**config.mk**
```make
export PLATFORM = sky130hd
export DESIGN_NAME = alu_ctrl_seq
export DESIGN_NICKNAME = d
export VERILOG_FILES = /design/src/rtl/alu_ctrl_seq.sv
export SDC_FILE = /design/constraint.sdc
export NUM_CORES = 1
export LEC_CHECK = 0
export ABC_AREA = 0
export CORE_UTILIZATION = 53
export CTS_BUF_LIST = sky130_fd_sc_hd__clkbuf_2
export CTS_CLUSTER_SIZE = 10
export DETAILED_ROUTE_END_ITERATION = 7
export DONT_BUFFER_PORTS = 1
export HOLD_SLACK_MARGIN = 0.05
export MAX_ROUTING_LAYER = met4
export PLACE_DENSITY_LB_ADDON = 0.08
export SYNTH_ARGS = -nofsm -noshare
export SYNTH_HDL_FRONTEND = slang
export SYNTH_SLANG_ARGS = --single-unit
```
**constraint.sdc**
```tcl
create_clock -name clk -period 1.85 [get_ports clk]
set_input_delay 0.37 -clock clk [delete_from_list [all_inputs] [get_ports clk]]
set_output_delay 0.37 -clock clk [all_outputs]
set_load 0.02 [all_outputs]
```
**src/rtl/alu_ctrl_seq.sv**
```systemverilog
// Registered ALU control decoder with valid/ready flow control, plus a
// MULT/DIV sequencer that interlocks HI/LO readers while the unit is busy.
module alu_ctrl_seq #(
  parameter int OP_W        = 3,
  parameter int CTRL_W      = 4,
  parameter int MULT_CYCLES = 4,
  parameter int DIV_CYCLES  = 16
) (
  input  logic              clk,
  input  logic              reset,
  input  logic              valid_in,
  output logic              ready_in,
  input  logic [OP_W-1:0]   ALUOp,
  input  logic [5:0]        func,
  input  logic              stall_in,
  output logic [CTRL_W-1:0] salida,
  output logic              valid_out,
  output logic              illegal,
  output logic              md_start,
  output logic [1:0]        md_kind,
  output logic              md_busy,
  output logic              md_done
);

  localparam int MAX_CYC = (MULT_CYCLES > DIV_CYCLES) ? MULT_CYCLES : DIV_CYCLES;
  localparam int CNT_W   = $clog2(MAX_CYC);
  localparam logic [CNT_W-1:0] MULT_LOAD = CNT_W'(MULT_CYCLES - 1);
  localparam logic [CNT_W-1:0] DIV_LOAD  = CNT_W'(DIV_CYCLES - 1);

  typedef enum logic {IDLE, BUSY} state_t;

  state_t           state_reg, state_next;
  logic [CNT_W-1:0] cnt_reg, cnt_next;

  logic [3:0] code;
  logic       bad_op, md_op, hilo_op, div_op, uns_op;
  logic       hz, cnt_zero, accept, launch;
  logic [CNT_W-1:0] load_val;

  always_comb begin
    code    = 4'b1111;
    bad_op  = 1'b1;
    md_op   = 1'b0;
    hilo_op = 1'b0;
    div_op  = 1'b0;
    uns_op  = 1'b0;
    case (ALUOp)
      OP_W'(3'b000): begin code = 4'b0010; bad_op = 1'b0; end
      OP_W'(3'b001): begin code = 4'b0110; bad_op = 1'b0; end
      OP_W'(3'b100): begin code = 4'b0010; bad_op = 1'b0; end
      OP_W'(3'b101): begin code = 4'b0000; bad_op = 1'b0; end
      OP_W'(3'b110): begin code = 4'b0001; bad_op = 1'b0; end
      OP_W'(3'b010): begin
        case (func)
          6'd32, 6'd33: begin code = 4'b0010; bad_op = 1'b0; end
          6'd34, 6'd35: begin code = 4'b0110; bad_op = 1'b0; end
          6'd36:        begin code = 4'b0000; bad_op = 1'b0; end
          6'd37:        begin code = 4'b0001; bad_op = 1'b0; end
          6'd38:        begin code = 4'b0011; bad_op = 1'b0; end
          6'd39:        begin code = 4'b1100; bad_op = 1'b0; end
          6'd42:        begin code = 4'b0111; bad_op = 1'b0; end
          6'd43:        begin code = 4'b1000; bad_op = 1'b0; end
          // funct 24..27: bit 1 selects divide, bit 0 selects unsigned
          6'd24, 6'd25, 6'd26, 6'd27: begin
            code   = 4'b1110;
            bad_op = 1'b0;
            md_op  = 1'b1;
            div_op = func[1];
            uns_op = func[0];
          end
          6'd16, 6'd18: begin code = 4'b1101; bad_op = 1'b0; hilo_op = 1'b1; end
          default: ;
        endcase
      end
      default: ;
    endcase
  end

  // HI/LO users wait only while a previous MULT/DIV still has cycles left;
  // in the final busy cycle they may enter, so back-to-back ops leave no gap.
  assign hz       = md_op | hilo_op;
  assign cnt_zero = (cnt_reg == '0);
  assign md_busy  = (state_reg == BUSY);
  assign md_done  = md_busy & cnt_zero;
  assign ready_in = !stall_in && !(md_busy && !cnt_zero && hz);
  assign accept   = valid_in & ready_in;
  assign launch   = accept & md_op;
  assign load_val = div_op ? DIV_LOAD : MULT_LOAD;

  always_comb begin
    state_next = state_reg;
    cnt_next   = cnt_reg;
    case (state_reg)
      IDLE: begin
        if (launch) begin
          state_next = BUSY;
          cnt_next   = load_val;
        end
      end
      BUSY: begin
        if (!cnt_zero) begin
          cnt_next = cnt_reg - 1'b1;
        end else if (launch) begin
          cnt_next = load_val;
        end else begin
          state_next = IDLE;
        end
      end
      default: begin
        state_next = IDLE;
        cnt_next   = '0;
      end
    endcase
  end

  always_ff @(posedge clk) begin
    if (reset) begin
      state_reg <= IDLE;
      cnt_reg   <= '0;
      salida    <= CTRL_W'(4'b1111);
      valid_out <= 1'b0;
      illegal   <= 1'b0;
      md_start  <= 1'b0;
      md_kind   <= 2'b00;
    end else begin
      state_reg <= state_next;
      cnt_reg   <= cnt_next;
      md_start  <= launch;
      if (launch) md_kind <= {div_op, uns_op};
      // A stall freezes the decode pipeline register but not the MD sequencer.
      if (!stall_in) begin
        valid_out <= accept;
        if (accept) begin
          salida  <= CTRL_W'(code);
          illegal <= bad_op;
        end
      end
    end
  end

endmodule

```
# --- Word-level counts from Yosys, hierarchy flattened ---
# Index checks and enable logic that the tools add are counted.
# Widths: inputs -> output; s select.
op_classes:
  n_bitwise: 6
  reduce_logical: 16
  n_mux: 19
  n_addsub: 1
  n_eq_ne: 21
op_table:
  columns: ["operator", "count"]
  rows:
  - ["$eq 6x6->1 const B", 10]
  - ["$pmux 4 s10", 1]
  - ["$eq 6x5->1 const B", 6]
  - ["$pmux 4 s5", 1]
  - ["$reduce_or 16->1", 1]
  - ["$mux 4", 3]
  - ["$mux 1", 11]
  - ["$eq 3x3->1 const B", 3]
  - ["$pmux 4 s2", 1]
  - ["$reduce_or 2->1", 4]
  - ["$reduce_or 5->1", 1]
  - ["$logic_not 4->1", 1]
  - ["$pmux 1 s2", 2]
  - ["$reduce_or 4->1", 1]
  - ["$sub 4x1->4 const B", 1]
  - ["$and 1x1->1", 3]
  - ["$eq 3x1->1 const B", 1]
  - ["$eq 3x2->1 const B", 1]
  - ["$logic_and 1x1->1", 3]
  - ["$logic_not 1->1", 3]
  - ["$logic_not 3->1", 1]
  - ["$not 1->1", 2]
  - ["$reduce_and 2->1", 1]
  - ["$or 1x1->1", 1]
totals:
  output_inout_bits: 12
  regBits: 14
  elab_cells: 70
  input_bits: 13

# --- Depth between registers and ports, before layout ---
# Gate-level depths: netlist (run 1).
depth:
  word_depth: 13
  mapped_depth: 9
  mapped_depth_nobuf: 7

# --- Least setup slack after synthesis (run 1) ---
# Ideal clock, no wire load.
synth_timing:
  path_type: "reg2reg"
  start: "register cnt_reg[0]"
  end: "register cnt_reg[2]"
  n_path_buf: 2
  stages_incl_launch_ff: 10
  setup_time_ps: 134
  period_less_slack_ps: 2011
  arrival_time_ps: 1877
  slack_ps: -161
  t_required_ps: 1716
  path_cell_list: "dfxtp_1 inv_1 ha_1 or3b_1 and2_1 clkbuf_1 or3_1 buf_2 o21ai_1 a21oi_1"
synth_via:
  elab_chain_cells: 11
  elab_cells_between_ends: 12
  classes_between: "add/sub: 1; mux: 3; bitwise: 2; reduce/logical: 6"
synth_lines:
  columns: ["item", "line", "rtl"]
  rows:
  - ["start, declared", "33", "logic [CNT_W-1:0] cnt_reg, cnt_next;"]
  - ["start signal, assigned", "127", "cnt_reg <= cnt_next;"]
  - ["$logic_not 4->1", "82", "assign cnt_zero = (cnt_reg == '0);"]
  - ["$logic_not 1->1", null, null]
  - ["$logic_and 1x1->1 (2 in series)", "85", "assign ready_in = !stall_in && !(md_busy && !cnt_zero && hz);"]
  - ["$logic_not 1->1", "85", null]
  - ["$logic_and 1x1->1", "85", null]
  - ["$and 1x1->1", "86", "assign accept = valid_in & ready_in;"]
  - ["$and 1x1->1", "87", "assign launch = accept & md_op;"]
  - ["$mux 4", null, null]
  - ["$mux 4", "101", "if (!cnt_zero) begin"]
  - ["$pmux 4 s2 (*)", "93", "case (state_reg)"]
# Mark *: on every way between the ends. The rest lies on a longest branch, timed or not.
# A chain may end at the register's enable or synchronous reset.

# --- Worst setup path after layout (run 1) ---
layout_timing:
  start: "input func[2]"
  end: "output ready_in"
layout_via:
  elab_chain_cells: 8
  elab_cells_between_ends: 16
  classes_between: "eq/ne: 6; mux: 4; bitwise: 1; reduce/logical: 5"
layout_lines:
  columns: ["item", "line", "rtl"]
  rows:
  - ["start, declared", "14", "input logic [5:0] func,"]
  - ["$eq 6x5->1", "54", "case (func)"]
  - ["$reduce_or 4->1 / $reduce_or 2->1 (equally long branches)", null, null]
  - ["$mux 1", "54", null]
  - ["$mux 1", "47", "case (ALUOp)"]
  - ["$or 1x1->1 (*)", "81", "assign hz = md_op | hilo_op;"]
  - ["$logic_and 1x1->1 (*)", "85", null]
  - ["$logic_not 1->1 (*)", "85", null]
  - ["$logic_and 1x1->1 (*)", "85", null]
  - ["end, declared", "12", "output logic ready_in,"]
# Marks and branches as above.

==> flow_summary.json, run 1 <==
{
  "status": "finished, violations left",
  "violations": "negative setup slack",
  "crit_type": "in2out",
  "cts_root_buf": "clkbuf_2",
  "die_x_um": 41.2,
  "total_switching_power_mw": 0.143,
  "clkTransAtPathRegs_ns": 0.13,
  "cts_tree": "built",
  "fillers": 125,
  "cp_data_required_time_ns": 1.48,
  "synth_area_leaders": "dfxtp_1 34%, a21oi_1 8.0%, nand2_1 5.1%",
  "syn_area_per_cell_sq_um": 7.76,
  "leakagePower_nw": 0.356,
  "worst_pin_slew_ns": 0.400,
  "fmax_mhz": 529,
  "ys_seq_area_share_pct": 34.4,
  "drive_gt1_share_pct": 25.0,
  "reg2reg_to": "cnt_reg[2]",
  "postRouteWirelength_mm": 1.87,
  "dpl.hpwl_mm": 1.34,
  "power_frac_seq_pct": 61.6,
  "hp-class": "in2reg",
  "grt_max_degree": 17,
  "power_density_nw_per_um2": 554,
  "grtUsageMet1_pct": 25.9,
  "rsz0062_at_grt": "true",
  "synth_edf_count": 0,
  "min_period_over_period_pct": 102,
  "post_drt_via_cell_ratio": 6.06,
  "wl_per_cell_um": 14.7,
  "yosysUniqueCellTypes": 37,
  "initialDrtViolationCount": 8,
  "diodes": 0,
  "clkSinkCount": 14,
  "htreeDepth": 1,
  "yosysWarnings": 0,
  "fin_nets": 127,
  "pwr-share-comb_pct": 11.0,
  "worstSetupStartpoint": "func[2]",
  "maxCapViolCount": 0,
  "multi_input_area_sq_um": 534,
  "synth.largest_area_cell": "dfxtp_1",
  "r2r_start": "cnt_reg[0]",
  "cts.path.max_buffers": 2,
  "synth_flop_cell": "dfxtp_1",
  "final-seq-area_sq_um": 283,
  "antenna_found_initial": 0,
  "place_congestion": 0.778,
  "synth_top_area_share_pct": 34.4,
  "arrival_ns": 1.52,
  "drv_slew": 0,
  "gr-usage-met3_pct": 6.52,
  "clkPwrFrac_pct": 27.4,
  "area_growth_pct": 17.5,
  "endpoint": "ready_in",
  "critPathMaxFanout": 10,
  "placedInstanceArea_sq_um": 868,
  "p_int_mw": 0.387,
  "end_kind": "output pin",
  "grt_pass1_vias": 671,
  "initial_core_util_pct": 59.6,
  "place_ws_ns": -0.0807,
  "ff2ff_setup_slack_ns": 0,
  "ioPinCount": 25,
  "netSwitchingFraction_pct": 27.0,
  "async_flop_share_pct": 0,
  "final.min_clock_period_ns": 1.89,
  "synth_seq_cells": 14,
  "firstDrtPassIters": 4,
  "grt_pass1_wl_mm": 2.58,
  "finalSetupViolCount": 1,
  "insertion_delay_ns": 0.28,
  "fp.dieArea_sq_um": 1700,
  "grt-ovfl-total": 0,
  "vdd_drop_max_v": 0.000400,
  "port_buffers": 0,
  "vias": 769,
  "use_met2_pct": 42.2,
  "drc_errors": 0,
  "netlist_area_sq_um": 815,
  "postCtsHoldBufs": 0,
  "final_common_cell": "a21oi_1",
  "slew-limit-headroom_pct": 73.3,
  "die_h_um": 41.2,
  "layout_common_cells": "13 x a21oi_1, 12 x dfxtp_1, 10 x nand2_1",
  "timing.final.ws_setup_ns": -0.0395,
  "fp-row-count": 13,
  "fin_skew_ns": 0.00362,
  "postLayoutCellArea_sq_um": 957,
  "cts-buffers-inserted": 3,
  "coreArea_sq_um": 1370,
  "syn_nets": 119,
  "start_kind": "primary input",
  "syn_inst": 105,
  "grt_busiest_layer": "met2",
  "track_usage_pct": 24.3,
  "r2r_cells": 7,
  "hold_viol": 0,
  "ant_nets": 0
}
[Yosys cell counts, types with 2 or more instances]
| library cell | instances |
|---|---|
| a21oi_1 | 13 |
| a31oi_1 | 2 |
| buf_2 | 2 |
| clkbuf_1 | 5 |
| dfxtp_1 | 14 |
| inv_1 | 5 |
| nand2_1 | 11 |
| nand2b_1 | 4 |
| nor2_1 | 7 |
| nor2b_1 | 2 |
| nor3_1 | 6 |
| o21ai_0 | 6 |
| o31ai_1 | 2 |
| o41ai_1 | 2 |
| or3b_1 | 2 |
[worst max-delay path: stages]
cell and delay [ns]:
or3b_1 0.39, or3_4 0.38, nor3_2 0.28, nor2_4 0.09
[worst min-delay path by stage]
stage / slack, ns / cells after the start / end / startpoint
after CTS: 0.13 / 1 / cnt_reg[3] / reset
after floorplan: 0.44 / 1 / cnt_reg[0] / cnt_reg[0]
after global placement: 0.43 / 1 / cnt_reg[1] / reset
after global routing: 0.12 / 1 / cnt_reg[3] / reset
final: 0.13 / 1 / cnt_reg[1] / reset
after detailed placement: 0.43 / 1 / cnt_reg[1] / reset
[final cells by class]
| cell class | count | share of cell area, % |
|---|---|---|
| clock inverter | 1 | 0.392 |
| sequential | 14 | 29.5 |
| tap | 15 | 1.96 |
| clock buffer | 3 | 1.57 |
| multi-input combinational | 78 | 55.8 |
| timing repair buffer | 11 | 8.76 |
| inverter | 5 | 1.96 |
[routing by layer]
layer	part of all wire [%]	vias up	routed length, um
met2	51	18	949
met5	0	-	0
li1	-	393	-
met3	4.9	5	91
met1	43	353	805
met4	1.4	0	27
[what timing repair did]
| action | 4_1_cts | 5_1_grt |
|---|---|---|
| cloned | 0 | 1 |
| buffers inserted | 3 | 0 |
| setup endpoints to repair | 6 | 10 |
| gates resized for setup | 5 | 7 |
| endpoints found under the hold margin | 0 | 0 |
| pin swaps | 4 | 4 |
[power by group through the flow]
stage	clock (mW)	combinational [mW]	sequential, mW
after floorplan	0	0.0573	0.332
after global placement	0	0.0511	0.334
after detailed placement	0	0.0519	0.334
after CTS	0.147	0.0528	0.327
after global routing	0.155	0.0650	0.328
final	0.145	0.0584	0.327
[cells by family (layout without fill, tap and decap cells)]
group / Yosys count / count (layout) / share of synthesized area (%)
xor gates and xnor gates: 2 / 2 / 2.15
DFF: 14 / 14 / 34.4
buffers and inverters: 13 / 20 / 7.22
adders and majority gates: 1 / 1 / 1.54
and+or+nand+nor: 42 / 42 / 28.7
AOI/OAI and AO/OA: 33 / 33 / 26.0
[metrics by stage]
step | TNS, ns | total power [mW] | util, % | hold WS (ns) | std cells
5_1_grt | -0.184 | 0.548 | 70.1 | 0.117 | 127
3_5_place_dp | -0.231 | 0.386 | 63.6 | 0.434 | 120
4_1_cts | -0.0925 | 0.526 | 67.9 | 0.126 | 127
2_1_floorplan | -0.442 | 0.389 | - | 0.441 | 105
3_3_place_gp | -0.115 | 0.385 | 63.6 | 0.432 | 120
6_report | -0.0395 | 0.530 | 70.1 | 0.130 | 127
(Power assumes the default switching activity.)
==> inputs of run 2 (changes only) <==
--- a/config.mk
+++ b/config.mk
@@ -6,6 +6,7 @@
 export NUM_CORES = 1
 export LEC_CHECK = 0
 export ABC_AREA = 0
+export ABC_CLOCK_PERIOD_IN_PS = 1850
 export CORE_UTILIZATION = 53
 export CTS_BUF_LIST = sky130_fd_sc_hd__clkbuf_2
 export CTS_CLUSTER_SIZE = 10
==> results of run 2 <==
Same layout as run 1: the final DEF is identical, and so are final timing and power.
